==> src/rtl/ssd_pkg.sv <==
// Shared constants for the seven-segment display receiver.
// Segment patterns are active-low, ordered bit6=g .. bit0=a.
package ssd_pkg;

  localparam int N_DIGITS_DEF = 8;

  localparam logic [6:0] SEG_0     = 7'b1000000;
  localparam logic [6:0] SEG_1     = 7'b1111001;
  localparam logic [6:0] SEG_2     = 7'b0100100;
  localparam logic [6:0] SEG_3     = 7'b0110000;
  localparam logic [6:0] SEG_4     = 7'b0011001;
  localparam logic [6:0] SEG_5     = 7'b0010010;
  localparam logic [6:0] SEG_6     = 7'b0000010;
  localparam logic [6:0] SEG_7     = 7'b1111000;
  localparam logic [6:0] SEG_8     = 7'b0000000;
  localparam logic [6:0] SEG_9     = 7'b0010000;
  localparam logic [6:0] SEG_A     = 7'b0001000;
  localparam logic [6:0] SEG_B     = 7'b0000011;
  localparam logic [6:0] SEG_C     = 7'b1000110;
  localparam logic [6:0] SEG_D     = 7'b0100001;
  localparam logic [6:0] SEG_E     = 7'b0000110;
  localparam logic [6:0] SEG_F     = 7'b0001110;
  localparam logic [6:0] SEG_BLANK = 7'b1111111;

endpackage

==> src/rtl/ssd_seg2hex.sv <==
// Combinational decode of an active-low segment pattern into a hex nibble.
// hit: pattern is one of the 16 hex glyphs; blank: all segments off.
module ssd_seg2hex
  import ssd_pkg::*;
(
  input  logic [6:0] seg,
  output logic [3:0] nib,
  output logic       hit,
  output logic       blank
);

  // Pattern lookup; anything unlisted is unrecognised
  always_comb begin
    nib   = 4'h0;
    hit   = 1'b1;
    blank = 1'b0;
    case (seg)
      SEG_0: nib = 4'h0;
      SEG_1: nib = 4'h1;
      SEG_2: nib = 4'h2;
      SEG_3: nib = 4'h3;
      SEG_4: nib = 4'h4;
      SEG_5: nib = 4'h5;
      SEG_6: nib = 4'h6;
      SEG_7: nib = 4'h7;
      SEG_8: nib = 4'h8;
      SEG_9: nib = 4'h9;
      SEG_A: nib = 4'hA;
      SEG_B: nib = 4'hB;
      SEG_C: nib = 4'hC;
      SEG_D: nib = 4'hD;
      SEG_E: nib = 4'hE;
      SEG_F: nib = 4'hF;
      SEG_BLANK: begin
        hit   = 1'b0;
        blank = 1'b1;
      end
      default: hit = 1'b0;
    endcase
  end

endmodule

==> src/rtl/ssd_rx.sv <==
// Seven-segment display bus receiver: samples a multiplexed active-low
// anode/cathode bus, waits for a (digit, pattern) pair to be stable for
// STABLE_CNT samples and commits the decoded nibble for that digit.
// Optional feature macro SSD_RX_DP_EN adds decimal-point capture (i_DP/o_DP).
module ssd_rx
  import ssd_pkg::*;
#(
  parameter int N_DIGITS   = N_DIGITS_DEF,
  parameter int STABLE_CNT = 4
) (
  input  logic                  i_CLK,
  input  logic                  i_RSTn,
  input  logic [N_DIGITS-1:0]   i_Anodes,
  input  logic [6:0]            i_Cathodes,
  input  logic                  i_Clr,
  output logic [4*N_DIGITS-1:0] o_Digits,
  output logic [N_DIGITS-1:0]   o_DigValid,
  output logic                  o_Upd,
  output logic [3:0]            o_UpdIdx,
  output logic                  o_Err
`ifdef SSD_RX_DP_EN
  ,
  input  logic                  i_DP,
  output logic [N_DIGITS-1:0]   o_DP
`endif
);

  localparam logic [7:0] STB = 8'(STABLE_CNT);

  logic [N_DIGITS-1:0] an_p0, an_p1;
  logic [6:0]          cat_p0, cat_p1;
  logic [4:0]          nzero;
  logic [3:0]          idx;
  logic                qual;
  logic                match;
  logic [7:0]          cnt_p2, cnt_nxt;
  logic [3:0]          prev_idx_p2;
  logic [6:0]          prev_seg_p2;
  logic                commit;
  logic [3:0]          nib;
  logic                hit, blank;

  // Stage p0/p1: two-flop synchronisers, idle (all ones) in reset
  always_ff @(posedge i_CLK or negedge i_RSTn) begin
    if (!i_RSTn) begin
      an_p0  <= '1;
      an_p1  <= '1;
      cat_p0 <= '1;
      cat_p1 <= '1;
    end else begin
      an_p0  <= i_Anodes;
      an_p1  <= an_p0;
      cat_p0 <= i_Cathodes;
      cat_p1 <= cat_p0;
    end
  end

`ifdef SSD_RX_DP_EN
  logic dp_p0, dp_p1, prev_dp_p2;

  // Decimal point synchroniser, same depth as the segment bus
  always_ff @(posedge i_CLK or negedge i_RSTn) begin
    if (!i_RSTn) begin
      dp_p0 <= 1'b1;
      dp_p1 <= 1'b1;
    end else begin
      dp_p0 <= i_DP;
      dp_p1 <= dp_p0;
    end
  end
`endif

  // Qualify the sample: exactly one active anode, and find its index
  always_comb begin
    nzero = '0;
    idx   = '0;
    for (int i = 0; i < N_DIGITS; i++) begin
      if (!an_p1[i]) begin
        nzero = nzero + 5'd1;
        idx   = 4'(i);
      end
    end
    qual = (nzero == 5'd1);
  end

  // Stability counter next value; commit only on the transition into STB
  always_comb begin
    match = (idx == prev_idx_p2) && (cat_p1 == prev_seg_p2);
`ifdef SSD_RX_DP_EN
    match = match && (dp_p1 == prev_dp_p2);
`endif
    cnt_nxt = '0;
    if (qual) begin
      if (match) cnt_nxt = (cnt_p2 == STB) ? cnt_p2 : cnt_p2 + 8'd1;
      else       cnt_nxt = 8'd1;
    end
    commit = qual && (cnt_nxt == STB) && (cnt_p2 != STB);
  end

  // Stage p2: counter and last qualified pair
  always_ff @(posedge i_CLK or negedge i_RSTn) begin
    if (!i_RSTn) begin
      cnt_p2      <= '0;
      prev_idx_p2 <= '0;
      prev_seg_p2 <= '1;
    end else begin
      cnt_p2 <= cnt_nxt;
      if (qual) begin
        prev_idx_p2 <= idx;
        prev_seg_p2 <= cat_p1;
      end
    end
  end

`ifdef SSD_RX_DP_EN
  // Last qualified decimal point, part of the stability comparison
  always_ff @(posedge i_CLK or negedge i_RSTn) begin
    if (!i_RSTn) prev_dp_p2 <= 1'b1;
    else if (qual) prev_dp_p2 <= dp_p1;
  end
`endif

  ssd_seg2hex u_seg2hex (
    .seg   (cat_p1),
    .nib   (nib),
    .hit   (hit),
    .blank (blank)
  );

  // Output registers: commit writes digit state, clear overrides the flags
  always_ff @(posedge i_CLK or negedge i_RSTn) begin
    if (!i_RSTn) begin
      o_Digits   <= '0;
      o_DigValid <= '0;
      o_Upd      <= 1'b0;
      o_UpdIdx   <= '0;
      o_Err      <= 1'b0;
    end else begin
      o_Upd <= commit;
      if (commit) o_UpdIdx <= idx;
      for (int d = 0; d < N_DIGITS; d++) begin
        if (commit && (idx == 4'(d))) begin
          if (hit) begin
            o_Digits[4*d +: 4] <= nib;
            o_DigValid[d]      <= 1'b1;
          end else begin
            o_DigValid[d]      <= 1'b0;
          end
        end
      end
      if (commit && !hit && !blank) o_Err <= 1'b1;
      if (i_Clr) begin
        o_DigValid <= '0;
        o_Err      <= 1'b0;
      end
    end
  end

`ifdef SSD_RX_DP_EN
  // Decimal point is recaptured (active-high) on every commit of its digit
  always_ff @(posedge i_CLK or negedge i_RSTn) begin
    if (!i_RSTn) begin
      o_DP <= '0;
    end else begin
      for (int d = 0; d < N_DIGITS; d++) begin
        if (commit && (idx == 4'(d))) o_DP[d] <= ~dp_p1;
      end
    end
  end
`endif

endmodule

==> config.mk <==
export PLATFORM = sky130hd
export DESIGN_NAME = ssd_rx
export DESIGN_NICKNAME = d
export VERILOG_FILES = /design/src/rtl/ssd_pkg.sv /design/src/rtl/ssd_seg2hex.sv /design/src/rtl/ssd_rx.sv
export SDC_FILE = /design/constraint.sdc
export NUM_CORES = 1
export LEC_CHECK = 0
export BUFFER_PORTS_ARGS = -buffer_cell sky130_fd_sc_hd__buf_4
export CAP_MARGIN = 20
export CORE_MARGIN = 2
export CORE_UTILIZATION = 35
export DETAILED_ROUTE_END_ITERATION = 10
export SLEW_MARGIN = 0
export SYNTH_ARGS = -nofsm -noshare
export SYNTH_HDL_FRONTEND = slang
export SYNTH_HIERARCHICAL = 1
export SYNTH_SLANG_ARGS = --single-unit
==> constraint.sdc <==
create_clock -name i_CLK -period 4.8 [get_ports i_CLK]
set_input_delay 0.72 -clock i_CLK [delete_from_list [all_inputs] [get_ports i_CLK]]
set_output_delay 0.72 -clock i_CLK [all_outputs]
set_load 0.05 [all_outputs]
==> results of run 1 <==
## power groups by stage
stage | clock, mW | combinational, mW | sequential (mW)
global placement | 0 | 0.379 | 0.943
CTS | 0.778 | 0.409 | 0.934
finish | 0.754 | 0.481 | 0.935
global route | 0.806 | 0.530 | 0.945
floorplan | 0 | 0.322 | 0.920
detailed placement | 0 | 0.389 | 0.947
## per-layer routing
layer / wire length [um] / GRT usage
met5: 0 / 0
met4: 159 / 0.05814
met3: 634 / 0.04528
met2: 5153 / 0.2366
met1: 4556 / 0.1829
## worst paths after layout
path | startpoint | end | slack [ns] | cells after the start
max | an_p1[1]$_DFF_PN1_ | o_Digits[23]$_DFFE_PN0P_ | 0.01 | 22
min | i_RSTn | o_Digits[8]$_DFFE_PN0P_ | 0.35 | 1
max reg2reg | an_p1[1]$_DFF_PN1_ | o_Digits[23]$_DFFE_PN0P_ | 0.01 | 22
min reg2reg | an_p0[5]$_DFF_PN1_ | an_p1[5]$_DFF_PN1_ | 0.35 | 0
max in group asynchronous | i_RSTn | cnt_p2[6]$_DFF_PN0_ | 3.38 | 2
min in group i_CLK | an_p0[5]$_DFF_PN1_ | an_p1[5]$_DFF_PN1_ | 0.35 | 0
## stage by stage
stage / instances / setup TNS (ns)
after global placement: 628 / -0.9414
final: 654 / 0
after global routing: 654 / -6.652
after floorplan: 409 / 0
after detailed placement: 628 / -5.996
after CTS: 647 / -0.06672
## registers in the layout, indices dropped and copies added (netlist names)
name,cells
o_Digits,32
an_p0,8
an_p1,8
cnt_p2,8
o_DigValid,8
cat_p0,7
cat_p1,7
prev_seg_p2,7
o_UpdIdx,3
prev_idx_p2,3
o_Err,1
o_Upd,1
## layout make-up
type	instances	area [sq um]	area share
Multi-Input combinational cell	282	2415	0.4028
Sequential cell	93	2377	0.3966
Timing Repair Buffer	78	626.9	0.1046
Clock buffer	14	285.3	0.04759
Tap cell	176	220.2	0.03674
Clock inverter	2	36.28	0.006053
Inverter	9	33.78	0.005636
## critical path, cell delays in order, from the launching register on
cell	delay, ns
dfstp_2	0.55
inv_2	0.05
ha_4	0.26
nor2b_4	0.14
nor2_2	0.04
ha_1	0.28
nand2b_1	0.11
nand2_2	0.08
ha_4	0.28
nor2_4	0.05
a31oi_4	0.20
ha_4	0.23
nor2b_4	0.12
a21o_1	0.16
ha_1	0.28
nand2b_1	0.09
nand3_1	0.09
ha_1	0.30
or3_4	0.40
o22ai_4	0.21
buf_12	0.16
o2111a_2	0.29
mux2_4	0.32
## logic make-up (layout without fill, tap and decap cells)
logic type                 Yosys count  after routing  share of synthesized area
xor gates and xnor gates            28             28                    0.05923
other                                1              1                  0.0007889
and+or+nand+nor                    140            140                     0.1724
muxes                               53             53                     0.1235
AOI/OAI and AO/OA                   51             51                    0.09003
buffers and inverters               34            103                    0.03106
DFF                                 93             93                     0.4993
adders and majority gates            9              9                    0.02369
## cell usage in the layout, fill, tap and decap left out, drive strengths merged, types with 7 or more instances in the layout
cell     netlist  layout
buf           12      77
clkbuf        13      15
dfrtp         56      56
dfstp         37      37
ha             9       9
inv            9      10
mux2          45      45
mux2i          8       8
nand2         14      14
nand2b        21      21
nand3         15      15
nand4         13      13
nor2          15      15
nor2b         15      15
nor3          11      11
o2111ai        7       7
xnor2         14      14
xor2          12      12
## what timing repair did
item | CTS | global route
buffers inserted | 3 | 6
pin swaps | 1 | 14
cloned | 0 | 1
endpoints found under the setup margin | 53 | 63
resized for setup | 2 | 36
==> results.toml, run 1 <==
[clock_network]
htreeDepth = 3
insertion_delay_ns = 0.34
path_clk_slew_ns = 0.06
clock_sinks = 93
cts_root_buf = "clkbuf_16"
cts.path.max_buffers = 2
cts_tree = "done"
postCtsHoldBufs = 0
cts_buffers = 9

[run]
drv_cap = 0

[power_and_ir_drop]
power_frac_comb = 0.222
p_clk_frac = 0.348
power_density_nw_per_um2 = 361.9
switchingPower_uw = 581.4
cellLeakagePower_nw = 2.661
p_seq_frac = 0.431
intPower_mw = 1.588
p_total_mw = 2.169
switching_share = 0.2680
ir_worst_vdd_uv = 196.5

[timing]
timing.hold.ws_ns = 0.3466
finalHoldViolCount = 0
rsz0062_at_grt = "yes"
finalSetupViolCount = 0
fin_crit_sh = 0.9973
clock.fmax_mhz = 208.9
post-route-min-period_ns = 4.787
slew_violations = 0
finClkSkew_ns = 0.007604
max-slew-margin-rel = 0.4879
tightest_slew_ns = 0.7681
setup_ws_ns = 0.01315

[layout]
stdcell_area_sq_um = 5995
drive_above_1_share = 0.4331
fin_nets = 500
finish.utilization = 0.4527
fillers = 1219
syn_to_final_growth_pct = 26.11
diodes = 0

[yosys]
ys_seq_elements = 93
netlist_area_sq_um = 4753
synthCells = 409
synth_cell_types = 65
yosysTopAreaCellShare = 0.2948
synth_most_common_cell = "dfrtp_1"
synth_edf_count = 0
synth_warnings = 6
synth_area_per_cell_sq_um = 11.62
seq_area_frac_synth = 0.4993
synthFlopType = "dfrtp_1"
synthTopCellsByCount = "dfrtp_1, mux2_2, dfstp_2, nand2b_1"
synthArstFlopShare = 1.000
yosys-top-cells-area = "dfrtp_1, dfstp_2, mux2_2"
synth_nets = 436
synth_area_leader_cell = "dfrtp_1"

[floorplan]
start_util = 0.3589
fp.dieW_um = 120.5
fp.dieH_um = 120.5
ioPinCount = 64
rows = 42
dieArea_sq_um = 14530
core_sq_um = 13240

[routing]
drc_errors = 0
via_per_inst = 5.222
drt_iter0_markers = 155
wire_per_inst_um = 16.06
vias = 3415
dr.pass1.iters = 4
routed_wl_um = 10500
drt.antenna.violating_nets = 0

[grt]
antenna_found_initial = 0
grt_pass1_vias = 3376
grt_pass1_wl_um = 16690
grt_usage = 0.1464
grt_max_degree = 57
overflow = 0

[critical_path]
end_kind = "flip-flop"
worstSetupPathType = "reg2reg"
arrival_ns = 5.01
critPathLaunchType = "flip-flop"
worstPathMaxFanout = 6
cp.required_ns = 5.03

[placement]
dpl_worst_slack_ns = -0.1895
io_buffers = 62
gp_congestion = 0.8469
hpwlAfterDp_um = 7210
post_dp_cell_area_sq_um = 5390

[hold_path]
min_path_type = "in2async"

[run_status]
outcome = "finished clean"
(Power assumes the default switching activity.)
==> run 2, diff against run 1 <==
--- a/config.mk
+++ b/config.mk
@@ -6,10 +6,11 @@
 export NUM_CORES = 1
 export LEC_CHECK = 0
 export BUFFER_PORTS_ARGS = -buffer_cell sky130_fd_sc_hd__buf_4
-export CAP_MARGIN = 20
+export CAP_MARGIN = 10
 export CORE_MARGIN = 2
 export CORE_UTILIZATION = 35
 export DETAILED_ROUTE_END_ITERATION = 10
+export RECOVER_POWER = 25
 export SLEW_MARGIN = 0
 export SYNTH_ARGS = -nofsm -noshare
 export SYNTH_HDL_FRONTEND = slang
==> results.toml, run 2 (same netlist as run 1, synthesis figures left out) <==
[routing]
routed_wl_um = 10480
drt_iter0_markers = 178
vias = 3380
dr.pass1.iters = 4
via_per_inst = 5.168
wire_per_inst_um = 16.02
drt.antenna.violating_nets = 0
drc_errors = 0

[critical_path]
cp.required_ns = 5.03
worstPathMaxFanout = 5
worstSetupPathType = "reg2reg"
end_kind = "flip-flop"
critPathLaunchType = "flip-flop"
arrival_ns = 5.01

[grt]
grt_pass1_vias = 3376
grt_max_degree = 57
grtUsageMet3 = 0.04528
busiest_layer = "met2"
antenna_found_initial = 0
grt_usage = 0.1464
grt_pass1_wl_um = 16690
grt_use_met1 = 0.1829
overflow = 0
use_met2 = 0.2366

[clock_network]
insertion_delay_ns = 0.34
cts_tree = "done"
htreeDepth = 3
clock_sinks = 93
cts_root_buf = "clkbuf_16"
cts.path.max_buffers = 2
path_clk_slew_ns = 0.06
cts_buffers = 9

[floorplan]
ioPinCount = 64
rows = 42
dieArea_sq_um = 14530
core_sq_um = 13240
fp.dieW_um = 120.5
fp.dieH_um = 120.5
start_util = 0.3589

[timing]
setup_ws_ns = 0.01367
slew_violations = 39
clock.fmax_mhz = 208.9
fin_crit_sh = 0.9972
fin_tns_setup_ns = 0
max-slew-margin-rel = -0.3746
tightest_slew_ns = 2.062
finalSetupViolCount = 0
finalHoldViolCount = 0
finClkSkew_ns = 0.005953
post-route-min-period_ns = 4.786
rsz0062_at_grt = "yes"

[power_and_ir_drop]
p_total_mw = 2.167
cellLeakagePower_nw = 2.655
power_density_nw_per_um2 = 361.8
ir_worst_vdd_uv = 196.5

[layout]
fin_nets = 500
final_cell_mix = "buf_4, dfrtp_1, mux2_2, dfstp_2, nand2b_1"
stdcell_area_sq_um = 5991
syn_to_final_growth_pct = 26.03
drive_above_1_share = 0.4310
largest_reg_flops = 32
finish.utilization = 0.4524
mostFrequentLayoutCell = "buf_4"
diodes = 0
top_register = "o_Digits"

[hold_path]
min_path_type = "reg2reg"

[run]
drv_cap = 1

[run_status]
outcome = "complete, but fails checks"
violations = "max-capacitance violations, max-slew violations"

[placement]
dpl_worst_slack_ns = -0.1895
post_dp_cell_area_sq_um = 5390
hpwlAfterDp_um = 7210
gp_congestion = 0.8469
io_buffers = 62
## run 2: cell types whose count changed in the layout (fill, tap and decap cells not counted), sizes merged
cell	before	now
buf	77	61
clkbuf	15	31
## run 2: per-layer routing
layer,up-vias,part of all wire
li1,1611,-
met1,1684,0.43
met2,77,0.49
met3,8,0.062
met4,0,0.011
met5,-,0
## run 2: timing repair
action                                  4_1_cts  5_1_grt
resized for setup                             2       36
endpoints found under the setup margin       53       63
hold buffers                                  0        0
pin swaps                                     1       14
setup buffers                                 3        6
gates cloned                                  0        1
## run 2: final cells by class
class | count | area [sq um]
Tap cell | 176 | 220.2
Clock inverter | 2 | 36.28
Multi-Input combinational cell | 282 | 2415
Timing Repair Buffer | 78 | 623.1
Fill cell | 1221 | 7252
Clock buffer | 14 | 285.3
Sequential cell | 93 | 2377
Inverter | 9 | 33.78
## run 2: worst max-delay path: stages (launching register included)
cell and delay, ns:
dfstp_2 0.55, inv_2 0.05, ha_4 0.26, nor2b_4 0.14
nor2_2 0.04, ha_1 0.28, nand2b_1 0.11, nand2_2 0.08
ha_4 0.28, nor2_4 0.05, a31oi_4 0.20, ha_4 0.23
nor2b_4 0.12, a21o_1 0.16, ha_1 0.28, nand2b_1 0.09
nand3_1 0.09, ha_1 0.30, or3_4 0.40, o22ai_4 0.21
clkbuf_16 0.20, nand4_1 0.10, buf_6 0.18, mux2_4 0.29
## run 2: power by group
part,internal (mW),leakage (nW),switching (mW)
sequential,0.876,1.16,0.0583
combinational,0.246,1.34,0.233
clock,0.464,0.159,0.289
total,1.59,2.65,0.580
## run 2: metrics by stage
stage               hold slack (ns)  cells
global placement             0.3461    628
floorplan                    0.3452    409
detailed placement           0.3468    628
finish                       0.3540    654
CTS                          0.3528    647
global route                 0.3565    654
## run 2: final timing paths
path | cells past startpoint | slack [ns] | startpoint | endpoint
max reg2reg | 23 | 0.01 | an_p1[1]$_DFF_PN1_ | o_Digits[15]$_DFFE_PN0P_
max in group asynchronous | 2 | 2.22 | i_RSTn | cnt_p2[6]$_DFF_PN0_
min reg2reg | 0 | 0.35 | an_p0[5]$_DFF_PN1_ | an_p1[5]$_DFF_PN1_
min in group asynchronous | 1 | 0.96 | i_RSTn | o_Digits[10]$_DFFE_PN0P_
min | 0 | 0.35 | an_p0[5]$_DFF_PN1_ | an_p1[5]$_DFF_PN1_
max | 23 | 0.01 | an_p1[1]$_DFF_PN1_ | o_Digits[15]$_DFFE_PN0P_
